--- src/rtl/fetch_unit_queued.sv ---
// Instruction fetch unit: credit-limited pipelined requests to instruction memory, returned
// instructions queued with their PCs for decode; redirects flush queued and in-flight work.
module fetch_unit_queued #(
   parameter int unsigned     XLEN          = 32,
   parameter int unsigned     ILEN          = 32,
   parameter logic [XLEN-1:0] PC_RESET_ADDR = '0,
   parameter int unsigned     FQ_DEPTH      = 4,
   parameter int unsigned     PC_STEP       = 4
) (
   input  logic            clk,
   input  logic            rst_n,
   input  logic            redirect_valid,
   input  logic [XLEN-1:0] redirect_addr,
   output logic            imem_req_valid,
   input  logic            imem_req_ready,
   output logic [XLEN-1:0] imem_req_addr,
   input  logic            imem_rsp_valid,
   input  logic [ILEN-1:0] imem_rsp_data,
   output logic            out_valid,
   input  logic            out_ready,
   output logic [XLEN-1:0] out_pc,
   output logic [ILEN-1:0] out_instr,
   output logic [XLEN-1:0] pc
);

   localparam int unsigned AW = $clog2(FQ_DEPTH);
   localparam int unsigned CW = AW + 1;
   localparam int unsigned SW = CW + 1;

   logic [XLEN-1:0] pc_q;

   logic [XLEN-1:0] pend_pc_mem [FQ_DEPTH];
   logic [AW-1:0]   pend_wr_q;
   logic [AW-1:0]   pend_rd_q;

   logic [XLEN-1:0] oq_pc_mem    [FQ_DEPTH];
   logic [ILEN-1:0] oq_instr_mem [FQ_DEPTH];
   logic [AW-1:0]   oq_wr_q;
   logic [AW-1:0]   oq_rd_q;
   logic [CW-1:0]   oq_cnt_q;

   logic [CW-1:0]   outstanding_q;
   logic [CW-1:0]   drop_cnt_q;

   logic            credit_ok;
   logic            req_fire;
   logic            rsp_fire;
   logic            rsp_keep;
   logic            oq_pop;
   logic [CW-1:0]   outstanding_nxt;
   logic [XLEN-1:0] redirect_pc;

   // Handshake qualification; a redirect suppresses issue, queue push and queue pop.
   always_comb begin
      out_valid       = (oq_cnt_q != '0);
      credit_ok       = (SW'(outstanding_q) + SW'(oq_cnt_q)) < SW'(FQ_DEPTH);
      imem_req_valid  = rst_n && !redirect_valid && credit_ok;
      req_fire        = imem_req_valid && imem_req_ready;
      rsp_fire        = imem_rsp_valid && (outstanding_q != '0);
      rsp_keep        = rsp_fire && (drop_cnt_q == '0) && !redirect_valid;
      oq_pop          = out_valid && out_ready && !redirect_valid;
      outstanding_nxt = outstanding_q + CW'(req_fire) - CW'(rsp_fire);
      redirect_pc     = redirect_addr & ~XLEN'(3);
   end

   // Control state: PC, FIFO pointers and the in-flight / drop counters.
   always_ff @(posedge clk or negedge rst_n) begin
      if (!rst_n) begin
         pc_q          <= PC_RESET_ADDR;
         pend_wr_q     <= '0;
         pend_rd_q     <= '0;
         oq_wr_q       <= '0;
         oq_rd_q       <= '0;
         oq_cnt_q      <= '0;
         outstanding_q <= '0;
         drop_cnt_q    <= '0;
      end else begin
         outstanding_q <= outstanding_nxt;
         if (req_fire) begin
            pend_wr_q <= pend_wr_q + AW'(1);
         end
         if (rsp_fire) begin
            pend_rd_q <= pend_rd_q + AW'(1);
         end
         if (redirect_valid) begin
            // Every request still in flight after this cycle belongs to the old path.
            pc_q       <= redirect_pc;
            oq_wr_q    <= '0;
            oq_rd_q    <= '0;
            oq_cnt_q   <= '0;
            drop_cnt_q <= outstanding_nxt;
         end else begin
            if (req_fire) begin
               pc_q <= pc_q + XLEN'(PC_STEP);
            end
            if (rsp_fire && (drop_cnt_q != '0)) begin
               drop_cnt_q <= drop_cnt_q - CW'(1);
            end
            if (rsp_keep) begin
               oq_wr_q <= oq_wr_q + AW'(1);
            end
            if (oq_pop) begin
               oq_rd_q <= oq_rd_q + AW'(1);
            end
            oq_cnt_q <= oq_cnt_q + CW'(rsp_keep) - CW'(oq_pop);
         end
      end
   end

   // Storage arrays carry no reset; validity is tracked by the pointers and counters.
   always_ff @(posedge clk) begin
      if (req_fire) begin
         pend_pc_mem[pend_wr_q] <= pc_q;
      end
      if (rsp_keep) begin
         oq_pc_mem[oq_wr_q]    <= pend_pc_mem[pend_rd_q];
         oq_instr_mem[oq_wr_q] <= imem_rsp_data;
      end
   end

   always_comb begin
      imem_req_addr = pc_q;
      pc            = pc_q;
      out_pc        = out_valid ? oq_pc_mem[oq_rd_q] : '0;
      out_instr     = out_valid ? oq_instr_mem[oq_rd_q] : '0;
   end

endmodule

--- config.mk ---
export PLATFORM = sky130hd
export DESIGN_NAME = fetch_unit_queued
export DESIGN_NICKNAME = d
export VERILOG_FILES = /design/src/rtl/fetch_unit_queued.sv
export SDC_FILE = /design/constraint.sdc
export NUM_CORES = 1
export LEC_CHECK = 0
export ABC_CLOCK_PERIOD_IN_PS = 2920
export BUFFER_PORTS_ARGS = -buffer_cell sky130_fd_sc_hd__buf_2
export CORE_MARGIN = 2
export CORE_UTILIZATION = 52
export CTS_CLUSTER_SIZE = 25
export DETAILED_ROUTE_END_ITERATION = 10
export PLACE_DENSITY_LB_ADDON = 0.05
export SYNTH_ARGS = -nofsm -noshare
export SYNTH_HDL_FRONTEND = slang
export SYNTH_SLANG_ARGS = --single-unit
export TNS_END_PERCENT = 30
--- constraint.sdc ---
create_clock -name clk -period 2.92 [get_ports clk]
set_input_delay 0.146 -clock clk [delete_from_list [all_inputs] [get_ports clk]]
set_output_delay 0.146 -clock clk [all_outputs]
set_load 0.02 [all_outputs]
==> impl_metrics.yaml, run 1 <==
status:
  run_status: "completed"
critical_path:
  cp_top_family: "adder cells"
  cp_slowest_cell: "sky130_fd_sc_hd__dfrtp_1"
  worst-path-max-fanout: 3
  max_stage_delay_ns: 0.42
  critPathBufInv: 2
  worstPathArrival_ns: 3.11
  critical_path.startpoint_type: "flip-flop"
  timing.critical_path.required_ns: 3.32
  cpMostUsedCell: "sky130_fd_sc_hd__ha_1"
  worstSetupPathType: "flip-flop to flip-flop"
  critical_path.endpoint_type: "flip-flop"
  worstPathCellList: "ha_1 -> nor4_2 -> and4_1 -> inv_2 -> ha_1 -> inv_1 -> ha_1 -> fa_1 -> xnor2_2 -> xnor2_2 -> nand2_1 -> o21ai_0"
sta:
  maxClockFrequency_mhz: 369
  timing.final.hold_violations: 0
  final_period_minus_worst_setup_slack_ns: 2.71
  post-route-period-util: 0.927
  max_slew.worst_pin.slew_ns: 0.697
  rsz_0062_raised_after_global_routing: "no"
  slew-limit-headroom: 0.531
  setup_viol_count_final: 0
  maxSlewViolCount: 0
  fin_worst_skew_ns: 0.0172
finish:
  fillers: 2267
  layout-drive-gt1-share: 0.330
  final_core_util: 0.640
  area_growth_pct: 20.7
  final_nets: 1259
  design_area_um2: 20200
  antenna_cells_inserted: 0
floorplanning:
  die_x_um: 184
  io_pins: 200
  die_height_um: 184
  initial_utilization: 0.530
  core_region_area_um2: 31600
  floorplan.die_area_um2: 33700
  num_rows: 65
min_path:
  worst_hold_path_type: "primary input to flip-flop"
drt:
  drt_drc_violations_left: 0
  total_length_of_routed_wires_um: 33600
  drt_iter0_markers: 569
  final_antenna_net_count: 0
  wl_per_cell_um: 20.9
  routed_via_density: 5.58
  firstDrtPassIters: 5
  route.vias.total: 8956
clock_network:
  later_pin_clock_latency_in_the_skew_report_ns: 0.53
  cts-htree-levels: 2
  tritoncts: "built"
  cts.sink_count: 415
  clk_transition_reported_paths_ns: 0.06
  total_clock_buffers_created_by_cts: 42
  cts_root_buffer: "sky130_fd_sc_hd__clkbuf_16"
  max-clock-path-buffers: 3
synth:
  post_synth_main_area_contributors: "sky130_fd_sc_hd__edfxtp_1 (66%), sky130_fd_sc_hd__mux4_2 (12%), sky130_fd_sc_hd__dfrtp_1 (7.0%), sky130_fd_sc_hd__and2_1 (2.6%), sky130_fd_sc_hd__buf_4 (1.7%)"
  post_synth_xor_area_fraction: 0.00575
  synth_edf_count: 368
  yosysSeqAreaShare: 0.729
  asyncSetResetFlopFracSynth: 0.113
  synthDominantCellAreaShare: 0.659
  postSynthAreaPerCell_um2: 18.4
  yosys.cell_types.count: 47
  syn_inst: 910
  yosysWarningCount: 0
  post_synth_mux_area_share: 0.125
  synth_top_family_by_area: "multiplexers"
  largest_area_contributor_in_the_synthesized_netlist: "sky130_fd_sc_hd__edfxtp_1"
  ys_top_cells_by_count: "sky130_fd_sc_hd__edfxtp_1 (368), sky130_fd_sc_hd__mux4_2 (92), sky130_fd_sc_hd__and2_1 (69)"
  mappedNetlistArea_um2: 16800
  synth.most_common_cell: "sky130_fd_sc_hd__edfxtp_1"
  synth_simple_gate_area_frac: 0.0667
  synth_ff_type: "sky130_fd_sc_hd__edfxtp_1"
  flip_flop_and_latch_count_after_synthesis: 415
  synth_adder_area_share: 0.0151
  synth_compound_gate_area_share: 0.0272
placement:
  detailedPlacementHpwl_um: 20400
  gp_routability_congestion: 0.806
  placed_cell_area_um2: 18200
  place.port_buffers: 191
global_routing:
  grt_util_all_layers: 0.203
  via_count_of_the_first_global_routing_pass: 9155
  grt_overflow_total: 0
  grt_pass1_wl_um: 52000
  grt_antenna_before_repair: 0
  grt_start_max_net_pins: 65
power_and_ir_drop:
  power_density_nw_per_um2: 867
  power.leakage_nw: 7.28
  max-vdd-ir-drop_uv: 511
job:
  max_cap_viol_count: 0
==> worst paths after layout <==
path | from | endpoint | slack, ns | depth (start not counted)
worst max register to register | outstanding_q[2] | drop_cnt_q[2] | 0.21 | 12
worst min-delay path | redirect_valid | drop_cnt_q[0] | 0.07 | 3
min in group asynchronous | rst_n | imem_req_addr[3] | 0.30 | 3
worst max-delay path | outstanding_q[2] | drop_cnt_q[2] | 0.21 | 12
max in group asynchronous | rst_n | oq_rd_q[0] | 2.14 | 3
worst min register to register | oq_wr_q[0] | oq_wr_q[0] | 0.60 | 2
==> logic make-up after synthesis <==
logic type | count (synthesis)
XOR/XNOR | 11
multiplexers | 95
other | 1
adder cells (fa/ha/maj) | 19
AND/OR/NAND/NOR | 205
flip-flops | 415
AO/OA/AOI/OAI | 68
buffers and inverters | 96
==> worst register-to-register path: cells and delay by family, from the launching register on <==
family	cells	cell delay, ns
adder cells (fa/ha/maj)	4	1.08
AND/OR/NAND/NOR	3	0.62
flip-flops	1	0.42
XOR/XNOR	2	0.31
buffers and inverters	2	0.08
AO/OA/AOI/OAI	1	0.07
==> layout make-up <==
type                       instances  area [um2]  area share
clock buffer                      59        1210      0.0597
clock inverter                    19         144     0.00711
inverter                          17        63.8     0.00315
multi-input combinational        404        4070       0.201
sequential                       415       12200       0.604
tap                              402         503      0.0248
timing repair buffer             290        2020      0.0999
==> through the flow <==
stage | hold slack (ns) | setup TNS (ns) | setup slack [ns] | total power, mW | instances
after floorplan | -0.150 | -30.11 | -0.243 | 10.9 | 915
after global placement | 0.332 | 0 | 0.211 | 12.4 | 1463
after detailed placement | 0.332 | 0 | 0.159 | 12.5 | 1463
after CTS | 0.0390 | 0 | 0.120 | 17.8 | 1605
after global routing | 0.0678 | 0 | 0.0359 | 18.4 | 1606
final | 0.0687 | 0 | 0.213 | 17.6 | 1606
==> power breakdown <==
group	switching [mW]	internal (mW)	leakage, nW
clock network	2.13	3.07	0.667
logic	2.67	2.06	2.71
registers	0.476	7.15	3.89
total	5.28	12.3	7.28
==> timing repair <==
item / CTS / global route
setup buffers: 0 / 1
setup endpoints to repair: 0 / 1
endpoints found under the hold margin: 206 / 0
hold buffers: 64 / 0
resized for setup: 0 / 3
==> cells in the final DEF, fill, tap and decap left out, types with 4 or more instances in the layout <==
master                          instances
sky130_fd_sc_hd__and3_2                 4
sky130_fd_sc_hd__nand3_1               21
sky130_fd_sc_hd__a21oi_1                7
sky130_fd_sc_hd__clkbuf_1              11
sky130_fd_sc_hd__xnor2_1                5
sky130_fd_sc_hd__o311ai_0               5
sky130_fd_sc_hd__nand4_1               13
sky130_fd_sc_hd__ha_1                  17
sky130_fd_sc_hd__buf_12                13
sky130_fd_sc_hd__inv_1                 16
sky130_fd_sc_hd__xor2_1                 4
sky130_fd_sc_hd__mux4_2                92
sky130_fd_sc_hd__o211ai_1               8
sky130_fd_sc_hd__nor2_1                27
sky130_fd_sc_hd__o21ai_0               24
sky130_fd_sc_hd__and3_1                 5
sky130_fd_sc_hd__clkinv_2               9
sky130_fd_sc_hd__nand2_1               41
sky130_fd_sc_hd__clkinv_1               6
sky130_fd_sc_hd__buf_2                191
sky130_fd_sc_hd__buf_4                 22
sky130_fd_sc_hd__clkbuf_16             45
sky130_fd_sc_hd__and2_1                69
sky130_fd_sc_hd__a22oi_1                4
sky130_fd_sc_hd__a32oi_1                5
sky130_fd_sc_hd__nor3_1                 5
sky130_fd_sc_hd__dlygate4sd3_1         64
sky130_fd_sc_hd__conb_1                 6
sky130_fd_sc_hd__dfrtp_1               44
sky130_fd_sc_hd__edfxtp_1             368
==> flip-flops by register name, summed over array words and instances (netlist names) <==
register,cells
drop_cnt_q,3
imem_req_addr,30
oq_cnt_q,3
oq_instr_mem,128
oq_pc_mem,120
oq_rd_q,2
oq_wr_q,2
outstanding_q,3
pend_pc_mem,120
pend_rd_q,2
pend_wr_q,2
==> per-layer routing <==
layer,up-vias,part of all wire,global-route usage
li1,4074,-,-
met3,42,0.061,0.0291
met1,4510,0.44,0.288
met4,0,0.016,0.0435
met2,330,0.48,0.340
met5,-,0,0
No activity file was read; power rests on OpenSTA's default activity.
==> run 2: changes to the inputs <==
Settings changed: CORE_UTILIZATION 52 to 51.
==> impl_metrics.yaml, run 2 (same netlist as run 1, synthesis figures left out) <==
sta:
  slew-limit-headroom: 0.530
  post-route-period-util: 0.954
  maxSlewViolCount: 0
  maxClockFrequency_mhz: 359
  timing.final.hold_violations: 0
  setup_viol_count_final: 0
  rsz_0062_raised_after_global_routing: "yes"
  max_slew.worst_pin.slew_ns: 0.704
  final_period_minus_worst_setup_slack_ns: 2.79
  fin_worst_skew_ns: 0.0198
clock_network:
  clk_transition_reported_paths_ns: 0.06
  tritoncts: "built"
  cts.sink_count: 415
  later_pin_clock_latency_in_the_skew_report_ns: 0.53
  cts_root_buffer: "sky130_fd_sc_hd__clkbuf_16"
  cts-htree-levels: 2
  total_clock_buffers_created_by_cts: 44
  max-clock-path-buffers: 3
critical_path:
  cp_slowest_cell: "sky130_fd_sc_hd__dfrtp_1"
  worstSetupPathType: "flip-flop to flip-flop"
  worstPathArrival_ns: 3.24
  worstPathCellList: "ha_1 -> nor4_2 -> and4_1 -> inv_2 -> ha_1 -> inv_1 -> ha_1 -> fa_1 -> xnor2_1 -> xnor2_1 -> nand2_1 -> o21ai_0"
  cp_top_family: "adder cells"
  timing.critical_path.required_ns: 3.37
  critical_path.startpoint_type: "flip-flop"
  max_stage_delay_ns: 0.40
  critical_path.endpoint_type: "flip-flop"
  worst-path-max-fanout: 3
  cpMostUsedCell: "sky130_fd_sc_hd__ha_1"
  critPathBufInv: 2
job:
  max_cap_viol_count: 0
drt:
  firstDrtPassIters: 5
  route.vias.total: 9053
  wl_per_cell_um: 20.8
  drt_iter0_markers: 533
  final_antenna_net_count: 0
  total_length_of_routed_wires_um: 34300
  drt_drc_violations_left: 0
  routed_via_density: 5.48
floorplanning:
  floorplan.die_area_um2: 34300
  initial_utilization: 0.517
  die_height_um: 185
  num_rows: 66
  die_x_um: 185
  io_pins: 200
  core_region_area_um2: 32500
power_and_ir_drop:
  power.total_mw: 17.9
  max-vdd-ir-drop_uv: 424
  power_density_nw_per_um2: 875
  power.leakage_nw: 7.33
status:
  run_status: "completed"
finish:
  final_nets: 1267
  largest-register: "oq_instr_mem"
  fillers: 2343
  layout_top_registers: "oq_instr_mem: 128 flops, oq_pc_mem: 120 flops, pend_pc_mem: 120 flops"
  layout-drive-gt1-share: 0.334
  area_growth_pct: 21.7
  antenna_cells_inserted: 0
  largest_register_ff_count: 128
  layout.cells.most_common_list: "sky130_fd_sc_hd__edfxtp_1 (368), sky130_fd_sc_hd__buf_2 (191), sky130_fd_sc_hd__mux4_2 (92), sky130_fd_sc_hd__and2_1 (69), sky130_fd_sc_hd__dlygate4sd3_1 (63)"
  design_area_um2: 20400
  non_filler_instances: 1653
  layout_commonest_cell: "sky130_fd_sc_hd__edfxtp_1"
global_routing:
  grt_util_all_layers: 0.204
  global_route.peak_usage_layer: "met2"
  grt_start_max_net_pins: 65
  grt_antenna_before_repair: 0
  grt_use_met3: 0.0348
  globalRouteMet2Util: 0.340
  via_count_of_the_first_global_routing_pass: 9239
  gr-usage-met1: 0.281
  grt_pass1_wl_um: 52700
  grt_overflow_total: 0
placement:
  detailedPlacementHpwl_um: 21500
  place.port_buffers: 191
  dp_cells: 1511
  gp_routability_congestion: 0.813
  placed_cell_area_um2: 18300
min_path:
  worst_hold_path_type: "primary input to flip-flop"
run 2: cell types whose count changed in the layout (fill, tap and decap cells not counted), sizes merged:
cell	previous run	this run
bufinv	2	5
dlygate4sd3	64	63
clkinv	15	13
buf	226	233
clkinvlp	1	3
clkbuf	59	57
run 2: stage by stage:
stage	utilization	TNS, ns	worst slack [ns]	hold WS (ns)
after detailed placement	0.565	0	0.151	0.322
after global routing	0.629	-0.0766	-0.0766	0.0864
final	0.629	0	0.133	0.0241
after CTS	0.629	0	0.119	0.0179
after global placement	0.565	0	0.190	0.329
after floorplan	-	-30.11	-0.243	-0.150
run 2: what timing repair did:
action                                  in CTS  in global routing
endpoints found under the setup margin       0                  9
gates resized for setup                      0                  1
hold endpoints to repair                   205                  0
setup buffers                                0                  0
hold buffers                                63                  0
run 2: worst reg2reg max path: stages, from the launching register on:
cell and delay, ns:
sky130_fd_sc_hd__dfrtp_1 0.40, sky130_fd_sc_hd__ha_1 0.31, sky130_fd_sc_hd__nor4_2 0.31, sky130_fd_sc_hd__and4_1 0.27
sky130_fd_sc_hd__inv_2 0.05, sky130_fd_sc_hd__ha_1 0.26, sky130_fd_sc_hd__inv_1 0.04, sky130_fd_sc_hd__ha_1 0.18
sky130_fd_sc_hd__fa_1 0.40, sky130_fd_sc_hd__xnor2_1 0.18, sky130_fd_sc_hd__xnor2_1 0.15, sky130_fd_sc_hd__nand2_1 0.07
sky130_fd_sc_hd__o21ai_0 0.09
run 2: final cells by class:
type	instances	area [um2]	area share
well taps	442	553	0.0271
flip-flops and latches	415	12200	0.599
inverters	17	63.8	0.00313
clock buffers	57	1190	0.0584
multi-input cells	404	4060	0.199
repair buffers	296	2060	0.101
clock inverters	22	244	0.0120
run 2: layer usage:
| metal | vias up | share of wire |
|---|---|---|
| met1 | 4608 | 0.43 |
| met3 | 45 | 0.060 |
| met5 | - | 0 |
| li1 | 4099 | - |
| met4 | 0 | 0.019 |
| met2 | 301 | 0.49 |
run 2: where the power goes:
part	total (mW)	leakage, nW	internal, mW	switching [mW]
clock network	5.49	0.696	3.32	2.17
logic	4.75	2.74	2.06	2.69
registers	7.62	3.89	7.15	0.467
run 2: final timing paths:
kind	end	cells after the start	from	slack, ns
max in group asynchronous	oq_rd_q[0]	3	rst_n	2.16
worst min-delay path	oq_rd_q[0]	4	out_ready	0.02
min in group asynchronous	drop_cnt_q[0]	3	rst_n	0.27
worst max-delay path	drop_cnt_q[2]	12	oq_cnt_q[2]	0.13
worst max register to register	drop_cnt_q[2]	12	oq_cnt_q[2]	0.13
worst min register to register	drop_cnt_q[1]	2	drop_cnt_q[1]	0.59
==> run 3: changes to the inputs <==
Settings changed: ABC_CLOCK_PERIOD_IN_PS 2920 to 3150, CTS_CLUSTER_SIZE 25 to 14.
Clock period 2.92 ns to 3.15 ns, I/O delays scaled along.
==> impl_metrics.yaml, run 3 (same netlist as run 1, synthesis figures left out) <==
sta:
  rsz_0062_raised_after_global_routing: "no"
  max_slew.worst_pin.slew_ns: 1.12
  setup_viol_count_final: 0
  final.setup.tns_ns: 0
  maxSlewViolCount: 0
  maxClockFrequency_mhz: 357
  timing.final.hold_violations: 0
  holdWs_ns: 0.106
  slew-limit-headroom: 0.252
  final_period_minus_worst_setup_slack_ns: 2.80
  fin_worst_skew_ns: 0.0110
  post-route-period-util: 0.889
  setup_ws_ns: 0.351
drt:
  drt_iter0_markers: 589
  wl_per_cell_um: 20.9
  total_length_of_routed_wires_um: 34300
  firstDrtPassIters: 5
  drt_drc_violations_left: 0
  routed_via_density: 5.54
  route.vias.total: 9098
  final_antenna_net_count: 0
global_routing:
  via_count_of_the_first_global_routing_pass: 9192
  grt_pass1_wl_um: 52400
  grt_util_all_layers: 0.203
  grt_start_max_net_pins: 65
  grt_antenna_before_repair: 0
  grt_overflow_total: 0
critical_path:
  worstSetupPathType: "flip-flop to flip-flop"
  worstPathArrival_ns: 3.25
  max_stage_delay_ns: 0.40
  cpMostUsedCell: "sky130_fd_sc_hd__ha_1"
  critical_path.endpoint_type: "flip-flop"
  cp_top_family: "adder cells"
  critical_path.startpoint_type: "flip-flop"
  critPathBufInv: 2
  worstPathCellList: "ha_1 -> nor4_2 -> and4_1 -> inv_2 -> ha_1 -> inv_1 -> ha_1 -> fa_1 -> xnor2_1 -> xnor2_1 -> nand2_1 -> o21ai_0"
  worst-path-max-fanout: 3
  timing.critical_path.required_ns: 3.60
  cp_slowest_cell: "sky130_fd_sc_hd__dfrtp_1"
power_and_ir_drop:
  internal_power_mw: 11.3
  power.leakage_nw: 7.23
  pwr-share-clk: 0.291
  combPwrFrac: 0.272
  power.share.sequential: 0.437
  power_density_nw_per_um2: 799
  switching_share: 0.302
  power.total_mw: 16.1
  netSwitchingPower_mw: 4.88
  max-vdd-ir-drop_uv: 473
clock_network:
  cts_setup_buffers: 0
  tritoncts: "built"
  clk_transition_reported_paths_ns: 0.06
  cts.sink_count: 415
  cts-htree-levels: 2
  later_pin_clock_latency_in_the_skew_report_ns: 0.53
  max-clock-path-buffers: 3
  post_cts_resize_count: 0
  cts_root_buffer: "sky130_fd_sc_hd__clkbuf_16"
  total_clock_buffers_created_by_cts: 43
  cts-hold-fix-buffers: 64
finish:
  largest_register_ff_count: 128
  largest-register: "oq_instr_mem"
  layout_commonest_cell: "sky130_fd_sc_hd__edfxtp_1"
  design_area_um2: 20200
  area_growth_pct: 20.5
  non_filler_instances: 1643
  fillers: 2396
  multi_input_area_um2: 4060
  layout-drive-gt1-share: 0.321
  layout.cells.most_common_list: "sky130_fd_sc_hd__edfxtp_1 (368), sky130_fd_sc_hd__buf_2 (191), sky130_fd_sc_hd__mux4_2 (92), sky130_fd_sc_hd__and2_1 (69), sky130_fd_sc_hd__dlygate4sd3_1 (64)"
  final_nets: 1258
  antenna_cells_inserted: 0
  area.sequential_um2: 12200
  layout_top_registers: "oq_instr_mem: 128 flops, oq_pc_mem: 120 flops, pend_pc_mem: 120 flops"
  final_core_util: 0.622
placement:
  gp_routability_congestion: 0.803
  place.port_buffers: 191
  detailedPlacementHpwl_um: 20600
  placed_cell_area_um2: 18200
  detailedPlace.worstSlack_ns: 0.382
  dp_cells: 1502
status:
  run_status: "completed"
floorplanning:
  core_region_area_um2: 32500
  die_x_um: 185
  die_height_um: 185
  floorplan.die_area_um2: 34300
  io_pins: 200
  initial_utilization: 0.517
  num_rows: 66
job:
  max_cap_viol_count: 0
min_path:
  worst_hold_path_type: "primary input to flip-flop"
==> run 3: layout make-up <==
cell class	count	area share
multi-input combinational	404	0.201
clock buffer	60	0.0600
timing repair buffer	288	0.0981
tap	442	0.0274
sequential	415	0.606
clock inverter	17	0.00496
inverter	17	0.00316
==> run 3: tightest hold or removal path: cells and delay by family <==
family          cells  cell delay, ns
buf+inv             1            0.11
xor+xnor            1            0.15
compound gates      1            0.18
==> run 3: final timing paths <==
kind | from | to | slack [ns] | depth (start not counted)
max | oq_cnt_q[2] | drop_cnt_q[2] | 0.35 | 12
min in group asynchronous | rst_n | imem_req_addr[4] | 0.28 | 3
min | imem_rsp_valid | pend_rd_q[0] | 0.11 | 3
max reg2reg | oq_cnt_q[2] | drop_cnt_q[2] | 0.35 | 12
max in group asynchronous | rst_n | oq_rd_q[0] | 2.38 | 3
min reg2reg | drop_cnt_q[1] | drop_cnt_q[1] | 0.57 | 2
==> run 3: power groups by stage <==
stage	clock [mW]	combinational [mW]	sequential [mW]
2_1_floorplan	0	3.13	6.99
3_3_place_gp	0	4.37	7.16
3_5_place_dp	0	4.41	7.18
4_1_cts	4.84	4.48	7.07
5_1_grt	5.02	4.80	7.12
6_report	4.70	4.39	7.06
==> run 3: metal layers <==
| metal | part of all wire | track usage |
|---|---|---|
| met2 | 0.48 | 0.335 |
| met3 | 0.061 | 0.0346 |
| met5 | 0 | 0 |
| met4 | 0.017 | 0.0527 |
| met1 | 0.44 | 0.285 |
